--- config.mk ---
export PLATFORM = sky130hd
export DESIGN_NAME = uart_fifo_ctrl
export DESIGN_NICKNAME = d
export VERILOG_FILES = /design/src/rtl/uart_ctrl_pkg.sv /design/src/rtl/sync_fifo.sv /design/src/rtl/uart_fifo_ctrl.sv
export SDC_FILE = /design/constraint.sdc
export NUM_CORES = 1
export LEC_CHECK = 0
export BUFFER_PORTS_ARGS = -buffer_cell sky130_fd_sc_hd__buf_2
export CELL_PAD_IN_SITES_DETAIL_PLACEMENT = 1
export CELL_PAD_IN_SITES_GLOBAL_PLACEMENT = 1
export CORE_MARGIN = 10
export CORE_UTILIZATION = 30
export DETAILED_ROUTE_END_ITERATION = 16
export HOLD_SLACK_MARGIN = 0.05
export PLACE_DENSITY = 0.5
export SYNTH_ARGS = -nofsm -noshare
export SYNTH_HDL_FRONTEND = slang
export SYNTH_HIERARCHICAL = 1
export SYNTH_SLANG_ARGS = --single-unit
--- constraint.sdc ---
create_clock -name clk -period 6.89 [get_ports clk]
set_clock_uncertainty 0.2 [all_clocks]
set_input_delay 0.3445 -clock clk [delete_from_list [all_inputs] [get_ports clk]]
set_output_delay 0.3445 -clock clk [all_outputs]
set_load 0.01 [all_outputs]
--- src/rtl/uart_ctrl_pkg.sv ---
// Shared register map and bit positions for the UART MMIO controller.
package uart_ctrl_pkg;

   localparam logic [7:0] UART_STATUS = 8'h00;
   localparam logic [7:0] UART_RXDATA = 8'h04;
   localparam logic [7:0] UART_TXDATA = 8'h08;
   localparam logic [7:0] UART_CTRL   = 8'h0C;

   // STATUS bit positions
   localparam int unsigned ST_TX_NFULL  = 0;
   localparam int unsigned ST_RX_NEMPTY = 1;
   localparam int unsigned ST_RX_OVF    = 2;
   localparam int unsigned ST_TX_DROP   = 3;
   localparam int unsigned ST_TXCNT_LSB = 8;
   localparam int unsigned ST_RXCNT_LSB = 16;
   localparam int unsigned ST_CNT_W     = 8;

   // CTRL bit positions
   localparam int unsigned CTRL_CLEAR = 0;
   localparam int unsigned CTRL_FLUSH = 1;

endpackage

--- src/rtl/sync_fifo.sv ---
// Single-clock FIFO with guarded push/pop and a flush that overrides both.
module sync_fifo #(
   parameter int unsigned WIDTH = 8,
   parameter int unsigned DEPTH = 8
) (
   input  logic                     clk,
   input  logic                     rst,
   input  logic                     push,
   input  logic                     pop,
   input  logic                     flush,
   input  logic [WIDTH-1:0]         din,
   output logic [WIDTH-1:0]         head,
   output logic [$clog2(DEPTH):0]   count,
   output logic                     full,
   output logic                     empty
);

   localparam int unsigned PTR_W = $clog2(DEPTH);
   localparam int unsigned CNT_W = PTR_W + 1;

   logic [WIDTH-1:0] r_mem [DEPTH];
   logic [PTR_W-1:0] r_wr_ptr;
   logic [PTR_W-1:0] r_rd_ptr;
   logic [CNT_W-1:0] r_count;
   logic             w_do_pop;
   logic             w_do_push;

   assign full      = (r_count == CNT_W'(DEPTH));
   assign empty     = (r_count == '0);
   assign count     = r_count;
   assign head      = r_mem[r_rd_ptr];
   assign w_do_pop  = pop && !empty;
   // A push into a full FIFO is still taken when a pop frees a slot the same cycle
   assign w_do_push = push && (!full || w_do_pop);

   always_ff @(posedge clk or posedge rst) begin
      if (rst) begin
         r_wr_ptr <= '0;
         r_rd_ptr <= '0;
         r_count  <= '0;
      end else if (flush) begin
         r_wr_ptr <= '0;
         r_rd_ptr <= '0;
         r_count  <= '0;
      end else begin
         if (w_do_push) r_wr_ptr <= r_wr_ptr + PTR_W'(1);
         if (w_do_pop)  r_rd_ptr <= r_rd_ptr + PTR_W'(1);
         case ({w_do_push, w_do_pop})
            2'b10:   r_count <= r_count + CNT_W'(1);
            2'b01:   r_count <= r_count - CNT_W'(1);
            default: r_count <= r_count;
         endcase
      end
   end

   // Storage carries no reset; contents are meaningless until written.
   always_ff @(posedge clk) begin
      if (w_do_push && !flush) r_mem[r_wr_ptr] <= din;
   end

endmodule

--- src/rtl/uart_fifo_ctrl.sv ---
// CPU-facing UART controller: TX/RX FIFOs, status/data/control registers and
// the uart ready-valid handshakes.
module uart_fifo_ctrl
   import uart_ctrl_pkg::*;
#(
   parameter int unsigned TX_DEPTH = 8,
   parameter int unsigned RX_DEPTH = 8
) (
   input  logic        clk,
   input  logic        rst,
   input  logic        req_valid,
   input  logic        req_we,
   input  logic [7:0]  req_addr,
   input  logic [7:0]  req_wdata,
   output logic [31:0] rdata,
   output logic [7:0]  uart_tx_data,
   output logic        uart_tx_valid,
   input  logic        uart_tx_ready,
   input  logic [7:0]  uart_rx_data,
   input  logic        uart_rx_valid,
   output logic        uart_rx_ready,
   output logic        irq_rx
);

   localparam int unsigned TX_CNT_W = $clog2(TX_DEPTH) + 1;
   localparam int unsigned RX_CNT_W = $clog2(RX_DEPTH) + 1;

   logic                w_load, w_store, w_flush, w_clear;
   logic                w_tx_push, w_tx_pop, w_tx_full, w_tx_empty;
   logic                w_rx_push, w_rx_pop, w_rx_full, w_rx_empty;
   logic [7:0]          w_rx_head;
   logic [TX_CNT_W-1:0] w_tx_count;
   logic [RX_CNT_W-1:0] w_rx_count;
   logic [31:0]         w_status;
   logic                w_ovf_set, w_drop_set;
   logic                r_rx_overflow, r_tx_drop;

   assign w_load    = req_valid && !req_we;
   assign w_store   = req_valid && req_we;
   assign w_flush   = w_store && (req_addr == UART_CTRL) && req_wdata[CTRL_FLUSH];
   assign w_clear   = w_store && (req_addr == UART_CTRL) && req_wdata[CTRL_CLEAR];

   assign w_tx_push = w_store && (req_addr == UART_TXDATA);
   assign w_tx_pop  = uart_tx_valid && uart_tx_ready;
   assign w_rx_pop  = w_load && (req_addr == UART_RXDATA) && !w_rx_empty;
   assign w_rx_push = uart_rx_valid && uart_rx_ready;

   assign uart_tx_valid = !w_tx_empty;
   assign uart_rx_ready = !w_rx_full || w_rx_pop;
   assign irq_rx        = !w_rx_empty;

   // A flushed push is discarded silently, so it cannot raise tx_drop
   assign w_drop_set = w_tx_push && w_tx_full && !w_tx_pop && !w_flush;
   assign w_ovf_set  = uart_rx_valid && !uart_rx_ready;

   sync_fifo #(.WIDTH(8), .DEPTH(TX_DEPTH)) u_tx_fifo (
      .clk   (clk),
      .rst   (rst),
      .push  (w_tx_push),
      .pop   (w_tx_pop),
      .flush (w_flush),
      .din   (req_wdata),
      .head  (uart_tx_data),
      .count (w_tx_count),
      .full  (w_tx_full),
      .empty (w_tx_empty)
   );

   sync_fifo #(.WIDTH(8), .DEPTH(RX_DEPTH)) u_rx_fifo (
      .clk   (clk),
      .rst   (rst),
      .push  (w_rx_push),
      .pop   (w_rx_pop),
      .flush (w_flush),
      .din   (uart_rx_data),
      .head  (w_rx_head),
      .count (w_rx_count),
      .full  (w_rx_full),
      .empty (w_rx_empty)
   );

   always_comb begin
      w_status                              = '0;
      w_status[ST_TX_NFULL]                 = !w_tx_full;
      w_status[ST_RX_NEMPTY]                = !w_rx_empty;
      w_status[ST_RX_OVF]                   = r_rx_overflow;
      w_status[ST_TX_DROP]                  = r_tx_drop;
      w_status[ST_TXCNT_LSB +: ST_CNT_W]    = ST_CNT_W'(w_tx_count);
      w_status[ST_RXCNT_LSB +: ST_CNT_W]    = ST_CNT_W'(w_rx_count);
   end

   // Sticky flags: a new event in the same cycle as a clear keeps the flag set
   always_ff @(posedge clk or posedge rst) begin
      if (rst) begin
         r_rx_overflow <= 1'b0;
         r_tx_drop     <= 1'b0;
      end else begin
         if (w_ovf_set)     r_rx_overflow <= 1'b1;
         else if (w_clear)  r_rx_overflow <= 1'b0;
         if (w_drop_set)    r_tx_drop     <= 1'b1;
         else if (w_clear)  r_tx_drop     <= 1'b0;
      end
   end

   always_ff @(posedge clk or posedge rst) begin
      if (rst) begin
         rdata <= '0;
      end else if (w_load) begin
         case (req_addr)
            UART_STATUS: rdata <= w_status;
            UART_RXDATA: rdata <= w_rx_empty ? 32'h0 : {24'h0, w_rx_head};
            default:     rdata <= 32'h0;
         endcase
      end
   end

endmodule

==> summary.md <==
| Metric | Value |
|---|---|
| Die area | `just over 0.03 mm²` |
| Core area | `~0.024 mm²` |
| Post-synth top flop | `edfxtp_1` |
| Row count | `57` |
| Worst Path Max Fanout | `10` |
| Via count | `~4000` |
| Power Total | `around 0.0028 W` |
| Worst-Skew Late Latency | `420 ps` |
| Antenna-violating nets left | `0` |
| Post-synthesis average cell area | `around 17 µm²` |
| WP data required | `between 6000 and 7000 ps` |
| Warnings, synthesis | `6` |
| WS Path Type | `input pin to flip-flop` |
| Area grow syn2layout | `18.0%` |
| DRT iter0 DRCs | `around 230` |
| Pins Over Slew Limit | `0` |
| Status | `finished clean` |
| # diodes | `0` |
| Post-synth cell types | `57` |
| Die height | `roughly 180 µm` |
| Post-DP HPWL | `~11000 µm` |
| Global-route usage over all layers | `0.112` |
| Drt drc | `0` |
| Overflow after GRT | `0` |
| Number of H-tree levels | `4` |
| Place WS | `around 2900 ps` |
| TritonCTS Buffers | `17` |
| IO buf count | `56` |
| EDFF count, synth | `~130` |
| Max-slew headroom | `0.168` |
| Die X | `177 µm` |
| Element type at the critical path end | `flip-flop` |
| Most frequent cells in the layout | `edfxtp_1 (128), buf_2 (56), dfrtp_1 (38), nor2_1 (36), mux4_1 (31)` |
| Crit path arrival time | `between 3000 and 4000 ps` |
| Postcts setup bufs | `0` |
| Routability cong. | `approximately 0.75` |
| Vias in the first global route | `around 4400` |
| HP Class | `input pin to flip-flop` |
| Unrepaired setup endpoints after global routing | `no` |
| Pin count of the biggest net entering global routing | `24` |
| Setup_tns | `0 ps` |
| IO Count | `73` |
| Commonest non-fill, non-tap cell in the layout | `edfxtp_1` |
| Fin util | `0.358` |
| CP Launch Type | `input pin` |
| Initial antenna violation count | `0` |
| Clock sinks | `between 150 and 200` |
| Netlist Area Pre-Place | `around 0.0074 mm²` |
| Final WL | `~17000 µm` |
| Worst setup margin | `around 2800 ps` |
| Pwr/cell area | `between 300 and 400 mW/mm²` |
| Ratio of final minimum period to clock period | `0.590` |
| Max Cap Viol | `0` |
| Worst-margin pin slew | `approximately 1200 ps` |
| Clock transition at path regs | `70 ps` |
| Layout cells sized above 1 | `0.237` |
| Cell count after synthesis | `~440` |
| Async set or reset register ratio after synthesis | `0.229` |
| CTS tree | `done` |
| # nets final | `about 560` |
| DR WL/cell | `19.9 µm` |
| Leakage power | `3.21 nW` |
| Sequential share of the synthesized area | `0.652` |
| Hold Fails Final Rpt | `0` |
| Top achievable clock speed | `246 MHz` |
| Clk buf depth | `2` |
| Final setup fails | `0` |
| Fin crit period | `4060 ps` |
| Total iterations of the first detailed-routing run | `4` |
| Peak supply drop | `roughly 150 µV` |
| First-pass GRT wire length | `approximately 26000 µm` |
| Vias/cell | `about 4.7` |
| Root Driver | `clkbuf_16` |
| Starting density of the core | `0.303` |
| Seq cells post-synth | `around 170` |
==> Yosys cell counts (5+ instances only) <==
cell type | n | area, µm²
ha_1 | 8 | 100
clkbuf_1 | 8 | 30.0
dfrtp_1 | 38 | 951
mux2_2 | 16 | 180
buf_4 | 16 | 120
a22o_1 | 12 | 105
edfxtp_1 | 128 | 3840
nor2_1 | 37 | 139
nor2b_1 | 5 | 31.3
mux4_1 | 31 | 815
nor4_1 | 6 | 37.5
xnor2_1 | 6 | 52.6
buf_2 | 6 | 30.0
xor2_1 | 6 | 52.6
mux2i_1 | 7 | 70.1
o211ai_1 | 7 | 52.6
nand2_1 | 11 | 41.3
nor3_1 | 7 | 35.0
inv_1 | 9 | 33.8
nand2b_1 | 8 | 50.1
==> final cells by class <==
class	count	area, µm²
well taps	324	405
flip-flops and latches	166	4790
clock inverters	15	161
clock buffers	17	425
repair buffers	83	528
multi-input cells	241	2330
inverters	9	33.8
fillers	2529	15600
==> report_power, final <==
group	internal, W	switching, W	total [W]	leakage [nW]
Combinational	0.000291	0.000272	0.000563	1.28
Sequential	0.00119	0.000154	0.00134	1.65
Clock	0.000515	0.000428	0.000944	0.284
Total	0.00199	0.000855	0.00285	3.21
==> layer usage <==
metal  track usage  vias to the layer above  wire (µm)
met4        0.0305                        0        167
met5             0                        -          0
met1         0.132                     2076       7330
li1              -                     1861          -
met3        0.0262                       12        615
met2         0.198                       60       8890
==> metrics by stage <==
step | hold slack (ps) | cell area, µm² | std cells
3_5_place_dp | 215 | 7920 | 805
4_1_cts | 51.7 | 8680 | 855
2_1_floorplan | -15.3 | 7410 | 453
6_report | 62.9 | 8680 | 855
5_1_grt | 70.9 | 8680 | 855
3_3_place_gp | 198 | 7920 | 805
==> registers in the layout, indices dropped and copies added, names as in the netlist <==
| signal | count |
|---|---|
| u_rx_fifo/count | 4 |
| u_rx_fifo/r_rd_ptr | 3 |
| u_tx_fifo/count | 4 |
| u_rx_fifo/r_mem | 64 |
| u_rx_fifo/r_wr_ptr | 3 |
| rdata | 16 |
| r_tx_drop | 1 |
| u_tx_fifo/r_rd_ptr | 3 |
| r_rx_overflow | 1 |
| u_tx_fifo/r_mem | 64 |
| u_tx_fifo/r_wr_ptr | 3 |
==> cells by family (layout without fill, tap and decap cells) <==
group,Yosys count,after routing,synth area share
buf+inv,46,124,0.0393
fa+ha+maj,10,10,0.0190
simple gates,97,97,0.0701
other cells,1,16,0.000510
compound gates,51,51,0.0575
xor+xnor,12,12,0.0143
mux,55,55,0.148
flops,166,166,0.652
==> final timing paths <==
check | to | cells past startpoint | slack (ps) | startpoint
worst max-delay path | u_tx_fifo/r_mem[4][0] | 8 | 2830 | req_addr[4]
worst min-delay path | rdata[1] | 4 | 60 | req_addr[7]
worst max register to register | u_rx_fifo/r_mem[2][0] | 9 | 3000 | u_rx_fifo/count[0]
worst min register to register | rdata[1] | 2 | 290 | rdata[1]
max in group asynchronous | rdata[0] | 3 | 5520 | rst
min in group asynchronous | u_tx_fifo/count[2] | 3 | 310 | rst
==> worst max-delay path, stage by stage <==
cell and delay [ps]:
dlygate4sd3_1 530, buf_2 120, or4_4 460, or3_4 420, nor2_1 510, o21ai_2 160, or2_2 360, nor3_1 990
==> timing repair <==
item                                   in CTS  in global routing
resized for setup                           0                  0
endpoints found under the hold margin     152                  0
hold buffers                               18                  0
Note: power is estimated with default switching activity, not from simulation.
